--- config.mk ---
export PLATFORM = sky130hd
export DESIGN_NAME = d_branch_resolve
export DESIGN_NICKNAME = d
export VERILOG_FILES = /design/src/rtl/d_branch_resolve_pkg.sv /design/src/rtl/d_branch_resolve_target.sv /design/src/rtl/d_branch_resolve.sv
export SDC_FILE = /design/constraint.sdc
export NUM_CORES = 1
export LEC_CHECK = 0
export CAP_MARGIN = 20
export CORE_MARGIN = 2
export CORE_UTILIZATION = 45
export CTS_CLUSTER_SIZE = 14
export DETAILED_ROUTE_END_ITERATION = 10
export PLACE_DENSITY = 0.83
export SLEW_MARGIN = 40
export SYNTH_ARGS = -nofsm -noshare
export SYNTH_HDL_FRONTEND = slang
export SYNTH_SLANG_ARGS = --single-unit
--- constraint.sdc ---
create_clock -name clk -period 2.7 [get_ports clk]
set_input_delay 0.54 -clock clk [delete_from_list [all_inputs] [get_ports clk]]
set_output_delay 0.54 -clock clk [all_outputs]
set_load 0.03 [all_outputs]
--- src/rtl/d_branch_resolve_pkg.sv ---
// Shared D-stage branch header: compare-flag bit positions, branch type codes,
// redirect FSM states and the taken-decision helper.
package d_branch_resolve_pkg;

  localparam int unsigned A_LARGER_THAN_0 = 0;
  localparam int unsigned A_EQUAL_0       = 1;
  localparam int unsigned B_LARGER_THAN_0 = 2;
  localparam int unsigned B_EQUAL_0       = 3;
  localparam int unsigned A_LARGER_THAN_B = 4;
  localparam int unsigned A_EQUAL_B       = 5;
  localparam int unsigned A_LESS_THAN_B   = 6;

  typedef enum logic [3:0] {
    BR_NONE = 4'd0,
    BR_BEQ  = 4'd1,
    BR_BNE  = 4'd2,
    BR_BLEZ = 4'd3,
    BR_BGTZ = 4'd4,
    BR_BLTZ = 4'd5,
    BR_BGEZ = 4'd6,
    BR_J    = 4'd7,
    BR_JAL  = 4'd8,
    BR_JR   = 4'd9,
    BR_JALR = 4'd10
  } br_type_e;

  typedef enum logic {
    IDLE = 1'b0,
    PEND = 1'b1
  } state_e;

  // Unknown encodings fall into default and behave like BR_NONE.
  function automatic logic br_known(input logic [3:0] t);
    logic k;
    case (t)
      BR_BEQ, BR_BNE, BR_BLEZ, BR_BGTZ, BR_BLTZ, BR_BGEZ,
      BR_J, BR_JAL, BR_JR, BR_JALR: k = 1'b1;
      default:                      k = 1'b0;
    endcase
    return k;
  endfunction

  function automatic logic br_taken(input logic [3:0] t, input logic a_eq_b,
                                    input logic a_gt0, input logic a_eq0);
    logic tk;
    case (t)
      BR_BEQ:                         tk = a_eq_b;
      BR_BNE:                         tk = ~a_eq_b;
      BR_BLEZ:                        tk = ~a_gt0;
      BR_BGTZ:                        tk = a_gt0;
      BR_BLTZ:                        tk = ~a_gt0 & ~a_eq0;
      BR_BGEZ:                        tk = a_gt0 | a_eq0;
      BR_J, BR_JAL, BR_JR, BR_JALR:   tk = 1'b1;
      default:                        tk = 1'b0;
    endcase
    return tk;
  endfunction

endpackage

--- src/rtl/d_branch_resolve_target.sv ---
// Combinational branch/jump target and link-address calculator for the D stage.
module d_branch_target
  import d_branch_resolve_pkg::*;
#(
  parameter int unsigned PC_W = 32
) (
  input  logic [3:0]      br_type,
  input  logic [PC_W-1:0] pc,
  input  logic [15:0]     imm16,
  input  logic [25:0]     index26,
  input  logic [PC_W-1:0] rs_val,
  output logic [PC_W-1:0] target,
  output logic [PC_W-1:0] link
);

  logic [PC_W-1:0] pc4;
  logic [PC_W-1:0] boff;

  always_comb begin
    pc4  = pc + PC_W'(4);
    boff = {{(PC_W-18){imm16[15]}}, imm16, 2'b00};
    link = '0;
    case (br_type)
      BR_J:    target = {pc4[PC_W-1:28], index26, 2'b00};
      BR_JAL: begin
        target = {pc4[PC_W-1:28], index26, 2'b00};
        link   = pc + PC_W'(8);
      end
      BR_JR:   target = rs_val;
      BR_JALR: begin
        target = rs_val;
        link   = pc + PC_W'(8);
      end
      default: target = pc4 + boff;
    endcase
  end

endmodule

--- src/rtl/d_branch_resolve.sv ---
// D-stage branch resolve and registered redirect handshake toward F.
// Optional BR_ALIGN_CHECK_EN adds out_adel for misaligned JR/JALR targets.
module d_branch_resolve
  import d_branch_resolve_pkg::*;
#(
  parameter int unsigned     PC_W     = 32,
  parameter logic [PC_W-1:0] RESET_PC = 32'h00003000
) (
  input  logic            clk,
  input  logic            reset,
  input  logic            in_valid,
  input  logic            in_stall,
  input  logic [3:0]      in_br_type,
  input  logic [7:0]      in_cmpresult,
  input  logic [PC_W-1:0] in_pc,
  input  logic [15:0]     in_imm16,
  input  logic [25:0]     in_index26,
  input  logic [PC_W-1:0] in_rs_val,
  input  logic            in_f_ready,
  output logic            out_redirect,
  output logic [PC_W-1:0] out_target_pc,
  output logic [PC_W-1:0] out_link_pc,
`ifdef BR_ALIGN_CHECK_EN
  output logic            out_adel,
`endif
  output logic            out_hold
);

  state_e          state;
  logic            resolve;
  logic            taken;
  logic            redirect_ok;
  logic [PC_W-1:0] tgt;
  logic [PC_W-1:0] link;
  logic            unused_flags;

  assign unused_flags = ^{in_cmpresult[7], in_cmpresult[A_LESS_THAN_B],
                          in_cmpresult[A_LARGER_THAN_B], in_cmpresult[B_EQUAL_0],
                          in_cmpresult[B_LARGER_THAN_0]};

  d_branch_target #(.PC_W(PC_W)) u_target (
    .br_type (in_br_type),
    .pc      (in_pc),
    .imm16   (in_imm16),
    .index26 (in_index26),
    .rs_val  (in_rs_val),
    .target  (tgt),
    .link    (link)
  );

  // A resolve presented while PEND is masked; D re-presents it once we are IDLE.
  assign out_hold = (state == PEND);
  assign resolve  = in_valid & ~in_stall & ~out_hold & br_known(in_br_type);
  assign taken    = br_taken(in_br_type, in_cmpresult[A_EQUAL_B],
                             in_cmpresult[A_LARGER_THAN_0], in_cmpresult[A_EQUAL_0]);

`ifdef BR_ALIGN_CHECK_EN
  logic misaligned;
  assign misaligned  = ((in_br_type == BR_JR) || (in_br_type == BR_JALR)) &&
                       (in_rs_val[1:0] != 2'b00);
  assign redirect_ok = taken & ~misaligned;

  always_ff @(posedge clk or posedge reset) begin
    if (reset) out_adel <= 1'b0;
    else       out_adel <= resolve & misaligned;
  end
`else
  assign redirect_ok = taken;
`endif

  always_ff @(posedge clk or posedge reset) begin
    if (reset) begin
      state         <= IDLE;
      out_redirect  <= 1'b0;
      out_target_pc <= RESET_PC;
      out_link_pc   <= '0;
    end else begin
      case (state)
        IDLE: begin
          if (resolve) begin
            out_link_pc <= link;
            if (redirect_ok) begin
              state         <= PEND;
              out_redirect  <= 1'b1;
              out_target_pc <= tgt;
            end
          end
        end
        PEND: begin
          if (in_f_ready) begin
            state        <= IDLE;
            out_redirect <= 1'b0;
          end
        end
        default: state <= IDLE;
      endcase
    end
  end

endmodule

==> flow_summary.ini <==
[status]
status = finished with violations
violations = negative setup slack

[placed_design]
io_buffers = 183
place_worst_setup_slack_ns = -1.459
dpl.hpwl_um = 15230
gp_congestion = 0.9918
placedCellCount = 1122

[synth]
ys_warn_count = 0
synth-seq-cells = 66
synthCells = 659
syn_area_per_cell_um2 = 8.326
synth_edf_count = 0
syn_nets = 817
syn_area_um2 = 5487
ys_seq_area_frac = 0.3015
synthFlopType = dfrtp_1
yosysUniqueCellTypes = 65
async_reset_ff_frac = 1.000

[power_and_ir_drop]
intPower_mw = 3.289
p_sw_mw = 2.058
swShare = 0.3849
p_clk_frac = 0.241
p_leak_nw = 4.493
comb_power_share = 0.506
p_total_mw = 5.347
power.density_nw_per_um2 = 517.9
vdd_drop_max_v = 0.0003520
power_frac_seq = 0.253

[timing]
holdWs_ns = 0.4432
slew_headroom = 0.5062
slew_viol_final = 0
fmax_mhz = 279.1
worst_pin_slew_ns = 0.7389
final_hold_viol_count = 0
fin_crit_sh = 1.327
fin_ws_ns = -0.8830
setup-violations-final = 21
finalCriticalPeriod_ns = 3.583
clock_skew_ns = 0.006284
rsz0062_at_grt = yes

[floorplan]
fp.dieH_um = 114.4
die_x_um = 114.4
initial_core_util = 0.4587
ios = 189
row_count = 40
core-area_um2 = 11960
dieArea_um2 = 13090

[global_routing]
grt_pass1_vias = 7182
grtUsageMet2 = 0.6099
grtUsageMet3 = 0.05717
antenna_found_initial = 1
grt_max_degree = 67
grt_first_pass_wirelength_um = 36740
top_usage_layer = met2
grt_usage = 0.3549
grt_overflow = 0
grt_use_met1 = 0.4325

[routing]
finalWirelength_um = 27940
detailedRoute.firstPassIterationCount = 7
detail-route-antenna-nets = 0
drt-vias-per-instance = 6.400
drcViolationCount = 0
initialDrtViolationCount = 969
via_count = 7571
routedWlPerCell_um = 23.62

[clock_tree]
cts.reportedPaths.clkPinSlew_ns = 0.06
clkSinkCount = 66
clk_path_buf_depth = 2
numCtsBuffers = 9
ctsRootBufferMaster = clkbuf_16
cts_tree = built
clock_latency_ns = 0.35
h-tree-depth = 3

[critical_path]
cp-end-kind = flop
required_ns = 2.92
worstPathArrival_ns = 3.81
worst-path-max-fanout = 5
crit_type = in -> reg
crit_path_start = in_pc[14]
r2r-start = out_hold
worst_setup_path_start_kind = primary input

[finish]
area_growth_pct = 88.17
drive_gt1_frac = 0.3768
finish.utilization = 0.8631
final_common_cell = buf_4
fillCellCount = 581
nNetsFinal = 1188
instances_no_fill = 1183
final_cell_mix = 194 x buf_4, 159 x clkdlybuf4s50_1, 85 x nand2_1

[min_path]
hp-start = in_pc[3]
hold_path_class = in -> reg

[job]
maxCapViolations = 0
[power by group through the flow]
| stage | clock network (mW) | registers (mW) | logic (mW) |
|---|---|---|---|
| after floorplan | 0 | 1.81 | 0.769 |
| after global placement | 0 | 1.35 | 2.26 |
| after detailed placement | 0 | 1.36 | 2.31 |
| after CTS | 1.28 | 1.35 | 2.44 |
| after global routing | 1.34 | 1.38 | 2.82 |
| final | 1.29 | 1.35 | 2.71 |
[per-stage QoR]
step	area, um2	setup TNS (ns)
2_1_floorplan	5737	-6.699
3_3_place_gp	8825	-27.94
3_5_place_dp	8830	-30.23
4_1_cts	9732	-6.738
5_1_grt	10320	-13.62
6_report	10320	-11.45
[path summary, 6_finish.rpt]
path	end	slack (ns)	cells past startpoint
worst max-delay path	out_target_pc[29]	-0.88	15
worst min-delay path	out_link_pc[3]	0.44	2
worst max register to register	out_target_pc[30]	0.78	6
worst min register to register	out_target_pc[12]	0.47	2
max in group asynchronous	out_target_pc[13]	1.76	3
min in group asynchronous	out_link_pc[7]	0.57	3
[logic make-up after synthesis]
| kind of cell | share of synthesized area |
|---|---|
| buf+inv | 0.04698 |
| xor+xnor | 0.1277 |
| simple gates | 0.1954 |
| fa+ha+maj | 0.08119 |
| flops | 0.3015 |
| mux | 0.004560 |
| compound gates | 0.2427 |
[cell type report]
type                    count  area (um2)  share of cell area
diodes                      1       2.502           0.0002424
clock buffers              13       280.3             0.02715
well taps                 147       183.9             0.01782
flip-flops and latches     66        1654              0.1602
repair buffers            399        3557              0.3446
clock inverters             3       45.04            0.004363
inverters                  15       61.31            0.005939
multi-input cells         539        4539              0.4397
[cells in the mapped netlist, drive strengths merged (2+ instances only)]
master | count | share of area
nand2 | 101 | 0.070
o21ai | 75 | 0.070
dfrtp | 64 | 0.29
nor2 | 51 | 0.035
xnor2 | 47 | 0.075
ha | 34 | 0.078
xor2 | 33 | 0.053
a21oi | 31 | 0.030
clkbuf | 29 | 0.026
a222oi | 23 | 0.042
nand3 | 16 | 0.015
a21o | 15 | 0.021
inv | 15 | 0.010
nand4 | 15 | 0.017
nor3 | 15 | 0.018
buf | 10 | 0.011
a211oi | 9 | 0.013
a22oi | 7 | 0.0096
and3 | 6 | 0.0068
nand2b | 6 | 0.0068
o21bai | 6 | 0.0096
a31oi | 4 | 0.0073
nor4 | 4 | 0.0057
or3 | 4 | 0.0046
a22o | 3 | 0.0048
o221ai | 3 | 0.0059
or2 | 3 | 0.0034
a211o | 2 | 0.0032
a221o | 2 | 0.0036
and2 | 2 | 0.0025
dfstp | 2 | 0.0096
nor2b | 2 | 0.0023
nor3b | 2 | 0.0036
o211ai | 2 | 0.0027
o22ai | 2 | 0.0023
o31a | 2 | 0.0032
o31ai | 2 | 0.0036
[sequential cells by signal, indices dropped and copies added, names as in the netlist]
signal         cells
out_link_pc       32
out_target_pc     32
out_hold           1
out_redirect       1
[what timing repair did]
item / in CTS / in global routing
resized for setup: 170 / 81
buffers inserted: 34 / 20
setup endpoints to repair: 27 / 24
endpoints found under the hold margin: 0 / 0
hold buffers: 0 / 0
pin swaps: 95 / 78
[routing by layer]
layer	wire length (um)	share of wire
met1	10360	0.37
met2	12750	0.46
met3	2808	0.10
met4	2021	0.072
met5	0	0
[worst max-delay path: stages]
cell             delay (ns)
clkdlybuf4s15_1        0.36
buf_4                  0.21
nand2_1                0.07
nor2_1                 0.13
xor2_1                 0.40
ha_1                   0.42
o21ai_1                0.17
o211ai_1               0.14
nand2_1                0.13
a211oi_2               0.09
o31a_1                 0.27
a211o_1                0.32
xor2_1                 0.15
a222oi_1               0.27
mux2i_1                0.12
Note: power is estimated with default switching activity, not from simulation.
